--- src/rtl/mem_arbiter.sv ---
// Round-robin arbiter sharing one memory port between the CPU core (m0)
// and the boot loader / DMA engine (m1). One transaction is in flight at a
// time. Writes complete in the grant cycle. Reads wait RD_LAT cycles for
// slave data, then spend one DATA cycle returning it to the owner.
module mem_arbiter #(
  parameter int AW     = 16,
  parameter int W      = 32,
  parameter int RD_LAT = 1
) (
  input  logic          clk,
  input  logic          rst,
  input  logic          m0_ren,
  input  logic          m0_wen,
  input  logic [AW-1:0] m0_addr,
  input  logic [W-1:0]  m0_wdata,
  input  logic [3:0]    m0_wr_mask,
  output logic [W-1:0]  m0_rdata,
  output logic          m0_rd_valid,
  output logic          m0_ack,
  input  logic          m1_ren,
  input  logic          m1_wen,
  input  logic [AW-1:0] m1_addr,
  input  logic [W-1:0]  m1_wdata,
  input  logic [3:0]    m1_wr_mask,
  output logic [W-1:0]  m1_rdata,
  output logic          m1_rd_valid,
  output logic          m1_ack,
  output logic          s_ren,
  output logic          s_wen,
  output logic [AW-1:0] s_addr,
  output logic [W-1:0]  s_wdata,
  output logic [3:0]    s_wr_mask,
  input  logic [W-1:0]  s_rdata,
  output logic          err
);

  typedef enum logic [1:0] {IDLE, RD_WAIT, DATA} state_t;

  state_t     state;
  logic       last;
  logic       owner;
  logic [2:0] cnt;

  logic          m0_req;
  logic          m1_req;
  logic          grant_valid;
  logic          winner;
  logic          win_wen;
  logic          win_both;
  logic          owner_ren;
  logic          sel;
  logic          sel_valid;
  logic [AW-1:0] sel_addr;
  logic [W-1:0]  sel_wdata;
  logic [3:0]    sel_mask;

  // Round-robin winner selection; only meaningful in IDLE and never during reset
  always_comb begin
    m0_req      = m0_ren | m0_wen;
    m1_req      = m1_ren | m1_wen;
    grant_valid = !rst && (state == IDLE) && (m0_req || m1_req);
    if (m0_req && m1_req) winner = ~last;
    else                  winner = m1_req;
    win_wen   = winner ? m1_wen : m0_wen;
    win_both  = winner ? (m1_ren & m1_wen) : (m0_ren & m0_wen);
    owner_ren = owner ? m1_ren : m0_ren;
  end

  // Slave port mux: winner in IDLE, registered owner while waiting for read data
  always_comb begin
    sel       = (state == IDLE) ? winner : owner;
    sel_valid = grant_valid || (!rst && (state == RD_WAIT));
    sel_addr  = sel ? m1_addr    : m0_addr;
    sel_wdata = sel ? m1_wdata   : m0_wdata;
    sel_mask  = sel ? m1_wr_mask : m0_wr_mask;
    s_ren     = 1'b0;
    s_wen     = 1'b0;
    s_addr    = '0;
    s_wdata   = '0;
    s_wr_mask = 4'b1111;
    if (sel_valid) begin
      s_addr    = sel_addr;
      s_wdata   = sel_wdata;
      s_wr_mask = sel_mask;
      if (state == IDLE && win_wen) s_wen = (sel_addr != '0);
      else                          s_ren = 1'b1;
    end
  end

  // Master responses: write ack in the grant cycle, read data/ack in DATA
  always_comb begin
    m0_ack      = 1'b0;
    m1_ack      = 1'b0;
    m0_rd_valid = 1'b0;
    m1_rd_valid = 1'b0;
    m0_rdata    = '0;
    m1_rdata    = '0;
    if (grant_valid && win_wen) begin
      m0_ack = ~winner;
      m1_ack = winner;
    end
    if (!rst && state == DATA) begin
      if (owner) begin
        m1_ack      = 1'b1;
        m1_rd_valid = 1'b1;
        m1_rdata    = s_rdata;
      end else begin
        m0_ack      = 1'b1;
        m0_rd_valid = 1'b1;
        m0_rdata    = s_rdata;
      end
    end
  end

  // Transaction FSM with round-robin history, latency counter and sticky error
  always_ff @(posedge clk or posedge rst) begin
    if (rst) begin
      state <= IDLE;
      last  <= 1'b1;
      owner <= 1'b0;
      cnt   <= '0;
      err   <= 1'b0;
    end else begin
      case (state)
        IDLE: begin
          if (grant_valid) begin
            last <= winner;
            if (win_both) err <= 1'b1;
            if (!win_wen) begin
              owner <= winner;
              cnt   <= 3'(RD_LAT - 1);
              state <= (RD_LAT > 1) ? RD_WAIT : DATA;
            end
          end
        end
        RD_WAIT: begin
          if (!owner_ren) err <= 1'b1;
          cnt <= cnt - 3'd1;
          if (cnt == 3'd1) state <= DATA;
        end
        DATA: begin
          if (!owner_ren) err <= 1'b1;
          state <= IDLE;
        end
        default: state <= IDLE;
      endcase
    end
  end

endmodule

--- config.mk ---
export PLATFORM = sky130hd
export DESIGN_NAME = mem_arbiter
export DESIGN_NICKNAME = d
export VERILOG_FILES = /design/src/rtl/mem_arbiter.sv
export SDC_FILE = /design/constraint.sdc
export NUM_CORES = 1
export LEC_CHECK = 0
export CAP_MARGIN = 20
export CORE_AREA = 4 4 101 103
export DETAILED_ROUTE_END_ITERATION = 8
export DIE_AREA = 0 0 105 107
export PLACE_DENSITY = 0.71
export RECOVER_POWER = 100
export REMOVE_ABC_BUFFERS = 1
export SYNTH_ARGS = -nofsm -noshare
export SYNTH_HDL_FRONTEND = slang
export SYNTH_SLANG_ARGS = --single-unit
--- constraint.sdc ---
create_clock -name clk -period 3.8 [get_ports clk]
set_clock_uncertainty 0.05 [all_clocks]
set_input_delay 0.76 -clock clk [delete_from_list [all_inputs] [get_ports clk]]
set_output_delay 0.76 -clock clk [all_outputs]
set_load 0.1 [all_outputs]
=== After elaboration in Yosys (flattened, before gate mapping) ===
Cells that the tools add are included.

* Multiplexer cells: 40
* Reduce and logical (&&, ||, !) cells: 20
* Equal/unequal tests: 8
* $add $sub $neg: 1
* Bitwise operators: 7

{| class="wikitable"
|+ Operators with widths
! operator !! number
|-
| 2-to-1 mux 32 bit || 6
|-
| 2-to-1 mux 16 bit || 2
|-
| 2-to-1 mux 1 bit || 22
|-
| nonzero test 16 bit || 1
|-
| AND reduction 3 bit || 3
|-
| 2-to-1 mux 4 bit || 2
|-
| inequality test 2 bit (second input constant) || 4
|-
| logical AND 1 bit || 7
|-
| 2-to-1 mux 2 bit || 3
|-
| 2-to-1 mux 3 bit || 2
|-
| case mux 3 bit (2 select lines) || 1
|-
| case mux 2 bit (2 select lines) || 1
|-
| AND reduction 4 bit || 1
|-
| nonzero test 2 bit || 2
|-
| equality test 3 x 1 -> 1 bit (second input constant) || 1
|-
| inverter 1 bit || 3
|-
| subtractor 3 x 1 -> 3 bit (second input constant) || 1
|-
| bitwise AND 1 bit || 2
|-
| equality test 2 x 1 -> 1 bit (second input constant) || 1
|-
| equality test 2 bit (second input constant) || 1
|-
| zero test 2 bit || 1
|-
| logical OR 1 bit || 2
|-
| inequality test 2 x 1 -> 1 bit (second input constant) || 1
|-
| bitwise OR 1 bit || 2
|-
| 4 further kinds || 4
|}

* Output and inout bits: 123
* Bits in registers: 8
* Word-level logic and storage cells: 81

=== Logic depth before layout (Yosys ltp) ===
Gate-level depths: netlist (run 1).

* Depth in word-level cells: 8
* Mapped depth: 7

=== Worst setup path before layout (run 1) ===
No wires, ideal clock.

* Path type: in2out
* From: input m0_wen
* To: output s_wen
* Required time: 2.990 ns
* Data arrival time: 3.522 ns
* Stages on the path: 4
* Slack: -0.532 ns
* Buffers on the path: 0
* Cell sequence: o21a_1 > o31ai_4 > nor2_1 > nor3_1

* Cells in the longest elaborated chain, start to end: 8
* Elaborated cells on any way between the ends: 13
* Those cells by class: mux (6); bitwise (1); reduce/logical (6)

{| class="wikitable"
|+ RTL lines
! item !! RTL line !! text
|-
| start: declaration || 13 || <nowiki>input logic m0_wen,</nowiki>
|-
| bitwise OR 1 bit || 59 || <nowiki>m0_req = m0_ren | m0_wen;</nowiki>
|-
| logical AND 1 bit || 62 || <nowiki>if (m0_req && m1_req) winner = ~last;</nowiki>
|-
| 2-to-1 mux 1 bit || 62 ||
|-
| 2-to-1 mux 1 bit || 71 || <nowiki>sel = (state == IDLE) ? winner : owner;</nowiki>
|-
| 2-to-1 mux 16 bit || 73 || <nowiki>sel_addr = sel ? m1_addr : m0_addr;</nowiki>
|-
| nonzero test 16 bit || 85 || <nowiki>if (state == IDLE && win_wen) s_wen = (sel_addr != '0);</nowiki>
|-
| 2-to-1 mux 1 bit || 85 ||
|-
| 2-to-1 mux 1 bit * || 81 || <nowiki>if (sel_valid) begin</nowiki>
|-
| end: declaration || 29 || <nowiki>output logic s_wen,</nowiki>
|}

Every way passes the cells marked *; elsewhere a longest branch is shown, timed or not.

=== Worst setup path in the final report (run 1) ===
* From: input m0_wen
* To: output s_wdata[28]

* Cells in the longest elaborated chain, start to end: 6
* Elaborated cells on any way between the ends: 9
* Those cells by class: mux (4); bitwise (1); reduce/logical (4)

{| class="wikitable"
|+ RTL lines
! item !! RTL line !! text
|-
| bitwise OR 1 bit * || 59 ||
|-
| logical AND 1 bit || 62 ||
|-
| 2-to-1 mux 1 bit || 62 ||
|-
| 2-to-1 mux 1 bit || 71 ||
|-
| 2-to-1 mux 32 bit || 74 || <nowiki>sel_wdata = sel ? m1_wdata : m0_wdata;</nowiki>
|-
| 2-to-1 mux 32 bit * || 81 ||
|-
| end: declaration || 31 || <nowiki>output logic [W-1:0] s_wdata,</nowiki>
|}

Marked as above.

==> impl_results.md, run 1 <==
- Cell Rows: 35
- Sw Ratio: 0.6654
- Final setup viols: 0
- Setup crit start kind: input port
- Worst Hold Path EP: err$_DFFE_PP0P_
- Cell internal pwr: 0.5252 mW
- Worst slew pin tran: 0.9736 ns
- CTS Buf Count: 3
- Area leader, netlist: and2_1
- CORE AREA: 9196 um2
- Vias in the first global route: 3117
- Warning count from the yosys run: 0
- Clk Latency, worst-skew pair: 0.22 ns
- Initial antenna violation count: 1
- Critical Path RT: 2.99 ns
- Clock-pin slew on the worst setup and hold paths: 0.03 ns
- Ports: 265
- Maximum vdd drop: 0.2019 mV
- Root Driver: clkbuf_8
- M1 GR Usage: 0.1747
- Die footprint: 11240 um2
- Slew margin rel.: 0.3488
- DRC viols: 0
- WL/cell: 17.40 um
- Fill cell count: 833
- Synthesized area: 1643 um2
- Initial core utilization: 0.1786
- Mapped Cells: 292
- Main synth FF type: dfrtp_1
- Fraction of registers with async set/reset: 1.000
- Fin Hold WS: 0.4194 ns
- Layout area overhead: 198.5%
- Port Buffers: 264
- Final hold viol count: 0
- GPL Wtd Cong: 0.8792
- Layout cell share with drive strength beyond 1: 0.2768
- Syn avg cell area: 5.626 um2
- Pwr Total: 1.570 mW
- Clock network fraction of total power: 0.060
- Grt total ovfl: 0
- Hold Crit Depth: 2
- Detailed placement HPWL: 10020 um
- Slew Limit Fails: 0
- Area share of the largest cell type after synthesis: 0.2437
- Worst Path Arrival: 2.84 ns
- Largest net degree at the start of global routing: 54
- RSZ-0062 raised after global routing: false
- NetSw: 1.045 mW
- Hold_sp: err$_DFFE_PP0P_
- Max Clk Rate: 274.0 MHz
- Max-Cap Viols: 0
- Postcts setup bufs: 0
- Post-route cell area: 4903 um2
- Placed cells: 649
- Iteration-0 DRC Markers: 92
- Number of enable flip-flop cells after synthesis: 0
- Drt pass-1 iters: 4
- Status: finished clean
- Die height: 107 um
- Htree depth: 1
- Met2 usage: 0.3937
- Worst reg2reg path depth: 3
- R2r startpoint: state[1]$_DFFE_PP0P_
- Gr usage total: 0.1894
- Post-layout min period: 3.649 ns
- FF+latch count, synth: 4
- Finished Layout Cells: 655
- Leakage: 2.030 nW
- Clk buf depth: 2
- Worst Setup End Kind: output port
- Synth cell count leaders: nand2_1, and2_1, a21oi_1, a21oi_2, clkbuf_1
- Worst hold path type: flip-flop to flip-flop
- Cell Area, Placed: 5578 um2
- Reg2reg setup slack: 2.15 ns
- CTS tree: built
- Routed WL: 11390 um
- Max FO, Critical Path: 33
- Area contributors post-synth: and2_1, nand2_1, a21oi_1, a21oi_2, dfrtp_1
- Tcrit/Tclk final: 0.9603
- Met3 usage: 0.06562
- Comb pwr share: 0.898
- Post-synth cell types: 34
- Reg power frac: 0.042
- Busiest grt layer: met2
- RR Endpoint: owner$_DFFE_PP0P_
- Antenna-violating nets left: 0
- Share of the yosys chip area belonging to registers: 0.06169
- Global-route wire length before repair: 16750 um
- Hold Buf Count CTS: 0
- # nets final: 685
- Avg Vias per Cell: 4.603
- Die X: 105 um
- CTS Sinks: 4
- Cts repair resizes: 0
- Detailed-route via count: 3015
- Setup CP Type: input port to output port
- Count leader, synth: nand2_1
- Pwr/cell area: 320.1 nW/um2
## worst max-delay path, stage by stage
cell and delay, ns:
clkdlybuf4s50_1 0.52, o21a_1 0.29, o31ai_4 0.20, buf_4 0.36, nand2_1 0.09, a21oi_1 0.15, buf_2 0.45
## power by group through the flow
stage / Combinational (mW) / Sequential [mW] / Clock [mW]
floorplan: 0.954 / 0.0624 / 0
global placement: 1.64 / 0.0651 / 0
detailed placement: 1.65 / 0.0662 / 0
CTS: 1.66 / 0.0664 / 0.0984
global route: 1.47 / 0.0670 / 0.104
finish: 1.41 / 0.0662 / 0.0943
## cell usage in the layout (no fill, tap or decap), types with 2 or more instances in the layout
cell type,netlist,final
clkbuf_4,0,22
nor2_1,6,6
nand3_1,5,5
clkbuf_2,0,18
nor4_1,8,8
a21o_2,2,2
buf_12,0,73
diode_2,0,2
dfrtp_1,3,3
nand4_1,2,2
and2_0,0,64
dlygate4sd3_1,0,2
clkbuf_8,0,3
buf_4,1,3
o21ai_0,2,2
a21oi_1,39,41
clkdlybuf4s50_1,0,140
buf_2,9,13
a21oi_2,12,10
nand2_1,105,105
## state kept, by name (all words and copies together), names as in the netlist
signal and count:
err 1, last 1, owner 1, state 1
## how the worst max path moves through the flow
stage | startpoint | endpoint | slack, ns | depth (start not counted)
6_report | m0_wen | s_wdata[28] | 0.15 | 7
5_1_grt | m0_wen | s_wdata[15] | 0.04 | 7
4_1_cts | m0_wen | s_wen | 0.18 | 7
3_5_place_dp | m0_wen | s_wen | 0.19 | 7
3_3_place_gp | m0_wen | s_wen | 0.26 | 7
2_1_floorplan | m0_wen | s_wen | -1.26 | 4
## layout make-up
cell class	instances	area, um2	area share
antenna	2	5.005	0.001021
timing repair buffer	271	3226	0.6578
clock buffer	4	45.04	0.009186
multi-input combinational	262	1384	0.2822
sequential	4	101.3	0.02067
tap	111	138.9	0.02832
inverter	1	3.754	0.0007655
## through the flow
| step | TNS (ns) | setup WS (ns) | utilization |
|---|---|---|---|
| floorplan | -43.42 | -1.255 | - |
| global placement | 0 | 0.2556 | 0.6065 |
| detailed placement | 0 | 0.1880 | 0.6065 |
| CTS | 0 | 0.1788 | 0.6114 |
| global route | 0 | 0.04416 | 0.5329 |
| finish | 0 | 0.1509 | 0.5332 |
## metal layers
metal  part of all wire  vias to the layer above
met5                  0                        -
met4              0.011                        0
met3               0.10                       12
met2               0.55                      193
met1               0.34                     1351
li1                   -                     1459
## cell families (layout without fill, tap and decap cells)
logic type	count (synthesis)	count (layout)	synth area share
AOI/OAI and AO/OA	64	64	0.2536
muxes	2	2	0.01295
DFF	4	4	0.06169
and+or+nand+nor	196	196	0.5803
buffers and inverters	26	276	0.09139
other	0	2	0
Note: power is estimated with default switching activity, not from simulation.
==> inputs of run 2 (changes only) <==
Settings changed: CAP_MARGIN 20 to 25.
==> results of run 2 <==
The final DEF is identical to that of run 1; final timing and power are the same.
==> inputs of run 3 (changes only) <==
Settings changed: CAP_MARGIN 25 to unset, SETUP_SLACK_MARGIN set to 0.02.
==> results of run 3 <==
The final DEF is identical to that of run 1; final timing and power are the same.
